[src/rtl/pc_sequencer_pkg.sv]
// Shared types and constants for the program-counter sequencer.
// Holds the FSM and branch-kind encodings plus the label table's power-on contents.
package pc_sequencer_pkg;

    localparam int PC_W  = 16;
    localparam int NLBL  = 16;
    localparam int LBL_W = $clog2(NLBL);

    typedef enum logic [1:0] {
        ST_IDLE,
        ST_RUN,
        ST_BRANCH,
        ST_HALTED
    } seq_state_e;

    typedef enum logic [1:0] {
        BR_ABS   = 2'b00,
        BR_LABEL = 2'b01,
        BR_COND  = 2'b10,
        BR_RSVD  = 2'b11
    } br_kind_e;

    localparam logic [15:0] LBL_DEFAULT [NLBL] = '{
        16'd10, 16'd22, 16'd102, 16'd152, 16'd196, 16'd212, 16'd8,  16'd39,
        16'd18, 16'd46, 16'd83,  16'd60,  16'd0,   16'd0,   16'd0,  16'd0
    };
    localparam logic [NLBL-1:0] LBL_DEFAULT_VALID = 16'h0FFF;

    // Lookups tolerate tables deeper than the default list; extra entries start invalid.
    function automatic logic [15:0] lbl_default(input int idx);
        lbl_default = '0;
        for (int k = 0; k < NLBL; k++)
            if (k == idx) lbl_default = LBL_DEFAULT[k];
    endfunction

    function automatic logic lbl_default_valid(input int idx);
        lbl_default_valid = 1'b0;
        for (int k = 0; k < NLBL; k++)
            if (k == idx) lbl_default_valid = LBL_DEFAULT_VALID[k];
    endfunction

endpackage

[src/rtl/pc_sequencer_label.sv]
// Jump-label register file: one write port, one combinational read port.
// Each entry carries a valid bit; reset restores the default target list.
module label_table
    import pc_sequencer_pkg::*;
#(
    parameter int DW = 16,
    parameter int N  = 16,
    parameter int AW = $clog2(N)
) (
    input  logic          clk,
    input  logic          rst_n,
    input  logic          we,
    input  logic [AW-1:0] waddr,
    input  logic [DW-1:0] wdata,
    input  logic [AW-1:0] raddr,
    output logic [DW-1:0] rdata,
    output logic          rvalid
);

    logic [DW-1:0] mem [N];
    logic [N-1:0]  vld;

    always_ff @(posedge clk) begin
        if (!rst_n) begin
            for (int i = 0; i < N; i++) begin
                mem[i] <= DW'(lbl_default(i));
                vld[i] <= lbl_default_valid(i);
            end
        end else if (we) begin
            mem[waddr] <= wdata;
            vld[waddr] <= 1'b1;
        end
    end

    // Reading the registers directly means a same-cycle write is seen only next cycle.
    assign rdata  = mem[raddr];
    assign rvalid = vld[raddr];

endmodule

[src/rtl/pc_sequencer.sv]
// Program-counter sequencer: sequential fetch addresses with stall, halt and
// absolute/label/conditional branches that cost one bubble cycle when taken.
module pc_sequencer #(
    parameter int              PC_W    = pc_sequencer_pkg::PC_W,
    parameter int              NLBL    = pc_sequencer_pkg::NLBL,
    parameter logic [PC_W-1:0] RST_VEC = '0
) (
    input  logic                    clk,
    input  logic                    rst_n,
    input  logic                    start,
    input  logic                    halt,
    input  logic                    stall,
    input  logic                    lbl_we,
    input  logic [$clog2(NLBL)-1:0] lbl_waddr,
    input  logic [PC_W-1:0]         lbl_wdata,
    input  logic                    br_valid,
    output logic                    br_ready,
    input  logic [1:0]              br_kind,
    input  logic [PC_W-1:0]         br_target,
    input  logic [$clog2(NLBL)-1:0] br_label,
    input  logic                    br_cond,
    output logic [PC_W-1:0]         pc,
    output logic                    pc_valid,
    output logic                    busy,
    output logic                    err
);
    import pc_sequencer_pkg::*;

    seq_state_e      state, state_n;
    br_kind_e        kind;
    logic [PC_W-1:0] pc_n, pc_inc, tgt, lbl_rdata;
    logic            lbl_rvalid, take, bad, accept, err_n;

    label_table #(
        .DW (PC_W),
        .N  (NLBL)
    ) u_label_table (
        .clk    (clk),
        .rst_n  (rst_n),
        .we     (lbl_we),
        .waddr  (lbl_waddr),
        .wdata  (lbl_wdata),
        .raddr  (br_label),
        .rdata  (lbl_rdata),
        .rvalid (lbl_rvalid)
    );

    assign kind     = br_kind_e'(br_kind);
    assign pc_inc   = pc + PC_W'(1);
    assign br_ready = (state == ST_RUN) && !stall && !halt;
    assign accept   = br_valid && br_ready;
    assign pc_valid = (state == ST_RUN);
    assign busy     = (state == ST_RUN) || (state == ST_BRANCH);

    // A branch that cannot resolve (reserved kind, or an unwritten label) falls through as pc+1.
    always_comb begin
        tgt  = pc_inc;
        take = 1'b0;
        bad  = 1'b0;
        case (kind)
            BR_ABS: begin
                tgt  = br_target;
                take = 1'b1;
            end
            BR_LABEL: begin
                tgt  = lbl_rdata;
                take = lbl_rvalid;
                bad  = !lbl_rvalid;
            end
            BR_COND: begin
                if (br_cond) begin
                    tgt  = lbl_rdata;
                    take = lbl_rvalid;
                    bad  = !lbl_rvalid;
                end
            end
            default: bad = 1'b1;
        endcase
    end

    always_comb begin
        state_n = state;
        pc_n    = pc;
        err_n   = 1'b0;
        case (state)
            ST_IDLE: begin
                if (start && !halt) begin
                    state_n = ST_RUN;
                    pc_n    = RST_VEC;
                end
            end
            ST_RUN: begin
                if (halt) begin
                    state_n = ST_HALTED;
                end else if (accept && take) begin
                    state_n = ST_BRANCH;
                    pc_n    = tgt;
                end else if (accept) begin
                    pc_n  = pc_inc;
                    err_n = bad;
                end else if (!stall) begin
                    pc_n = pc_inc;
                end
            end
            // The target is already in pc, so halting here still keeps the branch's load.
            ST_BRANCH: state_n = halt ? ST_HALTED : ST_RUN;
            ST_HALTED: begin
                if (start && !halt) state_n = ST_RUN;
            end
            default: state_n = ST_IDLE;
        endcase
    end

    always_ff @(posedge clk) begin
        if (!rst_n) begin
            state <= ST_IDLE;
            pc    <= '0;
            err   <= 1'b0;
        end else begin
            state <= state_n;
            pc    <= pc_n;
            err   <= err_n;
        end
    end

endmodule

[config.mk]
export PLATFORM = sky130hd
export DESIGN_NAME = pc_sequencer
export DESIGN_NICKNAME = d
export VERILOG_FILES = /design/src/rtl/pc_sequencer_pkg.sv /design/src/rtl/pc_sequencer_label.sv /design/src/rtl/pc_sequencer.sv
export SDC_FILE = /design/constraint.sdc
export NUM_CORES = 1
export LEC_CHECK = 0
export CAP_MARGIN = 20
export CORE_MARGIN = 2
export CORE_UTILIZATION = 35
export DETAILED_ROUTE_END_ITERATION = 16
export SYNTH_ARGS = -nofsm -noshare
export SYNTH_HDL_FRONTEND = slang
export SYNTH_SLANG_ARGS = --single-unit
export TNS_END_PERCENT = 1
[constraint.sdc]
create_clock -name clk -period 3.15 [get_ports clk]
set_input_delay 0.63 -clock clk [delete_from_list [all_inputs] [get_ports clk]]
set_output_delay 0.63 -clock clk [all_outputs]
set_load 0.03 [all_outputs]
==> metrics.log <==
[metrics] Die X-Extent: ~200 um
[metrics] Hold-fix buffers, CTS: 0
[metrics] endpoint kind of the worst setup timing path: output pin
[metrics] area of the mapped netlist: between 0.01 and 0.015 mm2
[metrics] I/O Pins: 70
[metrics] number of global-route vias before repair: 8963
[metrics] worst setup timing slack at the placement stage: approximately 220 ps
[metrics] kind of critical path: flip-flop to output pin
[metrics] vias per std cell: 5.33
[metrics] Initial Utilization: between 30% and 40%
[metrics] number of levels in the clock H-tree: 2
[metrics] clock slew at the register clock pins of the worst setup and hold paths: ~60 ps
[metrics] Final period util: between 80% and 90%
[metrics] register bit total from synthesis: 291
[metrics] largest fanout on the critical path: 6
[metrics] Max Clk Rate: between 0.3 and 0.4 GHz
[metrics] multiplexer share of the synthesized area: around 14%
[metrics] first drt pass iteration count: 5
[metrics] later-pin clock latency in the skew report: between 500 and 600 ps
[metrics] number of enable-type register cells in the synthesized netlist: 256
[metrics] Worst-Margin Slew: roughly 1100 ps
[metrics] top-count cell post-synth: sky130_fd_sc_hd__edfxtp_1
[metrics] simple-gate share of the synthesized area: between 10% and 20%
[metrics] Net Switching: about 2.2 mW
[metrics] count of cells resized by post-cts repair: 0
[metrics] Residual DRC: 0
[metrics] Post CTS Setup Buffer Count: 0
[metrics] power density over cell area: between 500 and 600 mW/mm2
[metrics] CTS root buf: sky130_fd_sc_hd__clkbuf_16
[metrics] max capacitance violation total: 0
[metrics] worst slack on hold paths: 436 ps
[metrics] fin crit period: roughly 2800 ps
[metrics] placeable core region: 0.0386 mm2
[metrics] worst-case clock skew: between 15 and 20 ps
[metrics] leakage power of the design: a little under 6 nW
[metrics] switching share of power: 23.6%
[metrics] Yosys warning total: 0
[metrics] internal power: between 7 and 8 mW
[metrics] final core occ: between 40% and 50%
[metrics] post-detailed-routing wire length: approximately 39000 um
[metrics] unrepaired setup endpoints after global routing: no
[metrics] global router's overall resource usage: around a fifth
[metrics] routed len/inst: around 24 um
[metrics] setup-violating endpoint count in the final report: 0
[metrics] Relative slew margins: roughly a quarter
[metrics] combinational fraction of design power: 11.2%
[metrics] clock share of power: between 40% and 50%
[metrics] final number of hold-violating endpoints: 0
[metrics] global-route wire length before repair: 58400 um
[metrics] async set-or-reset flop fraction in the synthesized netlist: 0%
[metrics] share of power burned in registers: 48.5%
[metrics] die area: roughly 0.041 mm2
[metrics] number of buffer cells added on primary ports: about 70
[metrics] total power consumption of the routed design: 9.21 mW
[metrics] pin count of the biggest net entering global routing: 27
[metrics] flip-flop cell with the highest count after synthesis: sky130_fd_sc_hd__edfxtp_1
[metrics] synthesized-area fraction occupied by xor and xnor cells: less than 1%
[metrics] crit start category: flip-flop
[metrics] initial drt markers: between 800 and 900
[metrics] adder-cell share of the synthesized area: less than 1%
[metrics] Area growth syn-to-layout: 19.9%
[metrics] TritonCTS clock tree: built
[metrics] type of the worst min-delay path: flip-flop to flip-flop
[metrics] number of cells produced by synthesis: 980
[metrics] residual antenna-violating net count after detailed routing: 0
[metrics] sum of net half-perimeters after detailed placement: between 20000 and 30000 um
[metrics] combinational family with the most area after synthesis: simple AND/OR/NAND/NOR gates
[metrics] number of distinct library cells after synthesis: 51
[metrics] Net count, final: about 1.1k
[metrics] number of buffers on the longest clock path: 3
[metrics] worst setup slack after layout: roughly 330 ps
[metrics] number of CTS-inserted buffers: 34
[metrics] syn nets: ~1.0k
[metrics] top cell types by occurrence after synthesis: sky130_fd_sc_hd__edfxtp_1, sky130_fd_sc_hd__and2_1, sky130_fd_sc_hd__mux4_2
[metrics] number of vias in the routed layout: between 8k and 9k
[metrics] Num Clock Sinks: a little under 300
[metrics] Worst VDD drop: ~320 uV
[metrics] y dimension of the die: between 200 and 250 um
[metrics] Slew Limit Fails: 0
[metrics] fraction of final layout cells with drive strength greater than 1: around 20%
[metrics] antenna violations before repair: 1
[metrics] Post-Synthesis Mean Instance Area: around 14 um2
[metrics] cell types with the largest area share after synthesis: sky130_fd_sc_hd__edfxtp_1, sky130_fd_sc_hd__mux4_2, sky130_fd_sc_hd__and2_1
[metrics] required time of the critical path: 2520 ps
[metrics] CP Data Arrival Time: between 2000 and 2500 ps
[metrics] run status: complete, no violations
[metrics] portion of synthesized cell area occupied by the leading cell type: between 50% and 60%
[metrics] Setup TNS: 0 ps
[metrics] sequential element share of the synthesized area: between 60 and 70%
[metrics] placer's final routability congestion estimate: just under 0.9
[metrics] global-route congestion overflow total: 0
[metrics] area leader, netlist: sky130_fd_sc_hd__edfxtp_1
[metrics] Synth Area in Compound Gates: 4.89%
[metrics] floorplan row count: 72
-- critical path: stages, from the launching register on --
cell and delay, ps:
sky130_fd_sc_hd__dfxtp_1 330, sky130_fd_sc_hd__inv_1 100, sky130_fd_sc_hd__ha_1 270, sky130_fd_sc_hd__nor3b_1 280, sky130_fd_sc_hd__clkdlybuf4s50_1 720
-- cells by family after synthesis --
group / after synthesis
buffers and inverters: 86
adders and majority gates: 5
AOI/OAI and AO/OA: 94
muxes: 100
DFF: 291
and+or+nand+nor: 401
xor gates and xnor gates: 3
-- sequential cells by signal (all words and copies together) (netlist names) --
signal and cells:
state 2, u_label_table.mem 256, u_label_table.vld 16, pc 16, err 1
-- per-stage QoR --
| stage | std cells | cell area [um2] |
|---|---|---|
| 2_1_floorplan | 980 | 13700 |
| 3_3_place_gp | 1573 | 15300 |
| 3_5_place_dp | 1573 | 15300 |
| 4_1_cts | 1630 | 16400 |
| 5_1_grt | 1630 | 16400 |
| 6_report | 1631 | 16400 |
-- power groups by stage --
stage	combinational (mW)	clock (mW)	sequential (mW)
6_report	1.03	3.71	4.47
3_3_place_gp	1.03	0	4.54
3_5_place_dp	1.04	0	4.55
2_1_floorplan	0.596	0	4.53
5_1_grt	1.11	3.91	4.49
4_1_cts	1.04	3.76	4.47
-- cells in the final DEF, fill, tap and decap left out, types with 4 or more instances in the layout --
cell / n
sky130_fd_sc_hd__a211o_1: 5
sky130_fd_sc_hd__a21o_1: 8
sky130_fd_sc_hd__a21oi_1: 10
sky130_fd_sc_hd__a22oi_1: 8
sky130_fd_sc_hd__a31oi_1: 4
sky130_fd_sc_hd__a32o_1: 4
sky130_fd_sc_hd__a32oi_1: 7
sky130_fd_sc_hd__and2_1: 194
sky130_fd_sc_hd__and3_1: 31
sky130_fd_sc_hd__buf_4: 79
sky130_fd_sc_hd__clkbuf_1: 11
sky130_fd_sc_hd__clkbuf_16: 35
sky130_fd_sc_hd__clkdlybuf4s50_1: 66
sky130_fd_sc_hd__clkinv_1: 4
sky130_fd_sc_hd__dfxtp_1: 35
sky130_fd_sc_hd__edfxtp_1: 256
sky130_fd_sc_hd__ha_1: 5
sky130_fd_sc_hd__inv_1: 12
sky130_fd_sc_hd__mux2_2: 4
sky130_fd_sc_hd__mux2i_1: 29
sky130_fd_sc_hd__mux4_2: 65
sky130_fd_sc_hd__nand2_1: 32
sky130_fd_sc_hd__nand2b_1: 21
sky130_fd_sc_hd__nand3_1: 9
sky130_fd_sc_hd__nor2_1: 45
sky130_fd_sc_hd__nor2b_1: 5
sky130_fd_sc_hd__nor3_1: 10
sky130_fd_sc_hd__o211ai_1: 6
sky130_fd_sc_hd__o21ai_0: 9
sky130_fd_sc_hd__o21ai_2: 12
sky130_fd_sc_hd__o22ai_1: 8
sky130_fd_sc_hd__or2_2: 11
sky130_fd_sc_hd__or3_1: 33
-- final timing paths --
path,from,to,slack (ps),depth (start not counted)
worst min-delay path,u_label_table.vld[11],u_label_table.vld[11],440,1
worst max-delay path,state[1],br_ready,330,4
worst max register to register,state[1],pc[9],760,10
worst min register to register,u_label_table.vld[11],u_label_table.vld[11],440,1
-- per-layer routing --
metal  part of all wire (%)  global-route usage (%)  vias to the layer above
li1                       -                       -                     3887
met1                     44                    27.1                     4418
met2                     47                    31.1                      322
met3                    7.1                    3.97                       59
met4                    2.0                    4.67                        2
met5                  0.049                       0                        -
-- area by class of cell --
type / instances / area (um2)
fill: 3572 / 22200
sequential: 291 / 8390
multi-input combinational: 603 / 4960
timing repair buffer: 149 / 1300
clock buffer: 46 / 917
tap: 518 / 648
clock inverter: 11 / 106
inverter: 12 / 45.0
antenna: 1 / 2.50
Note: power is estimated with default switching activity, not from simulation.
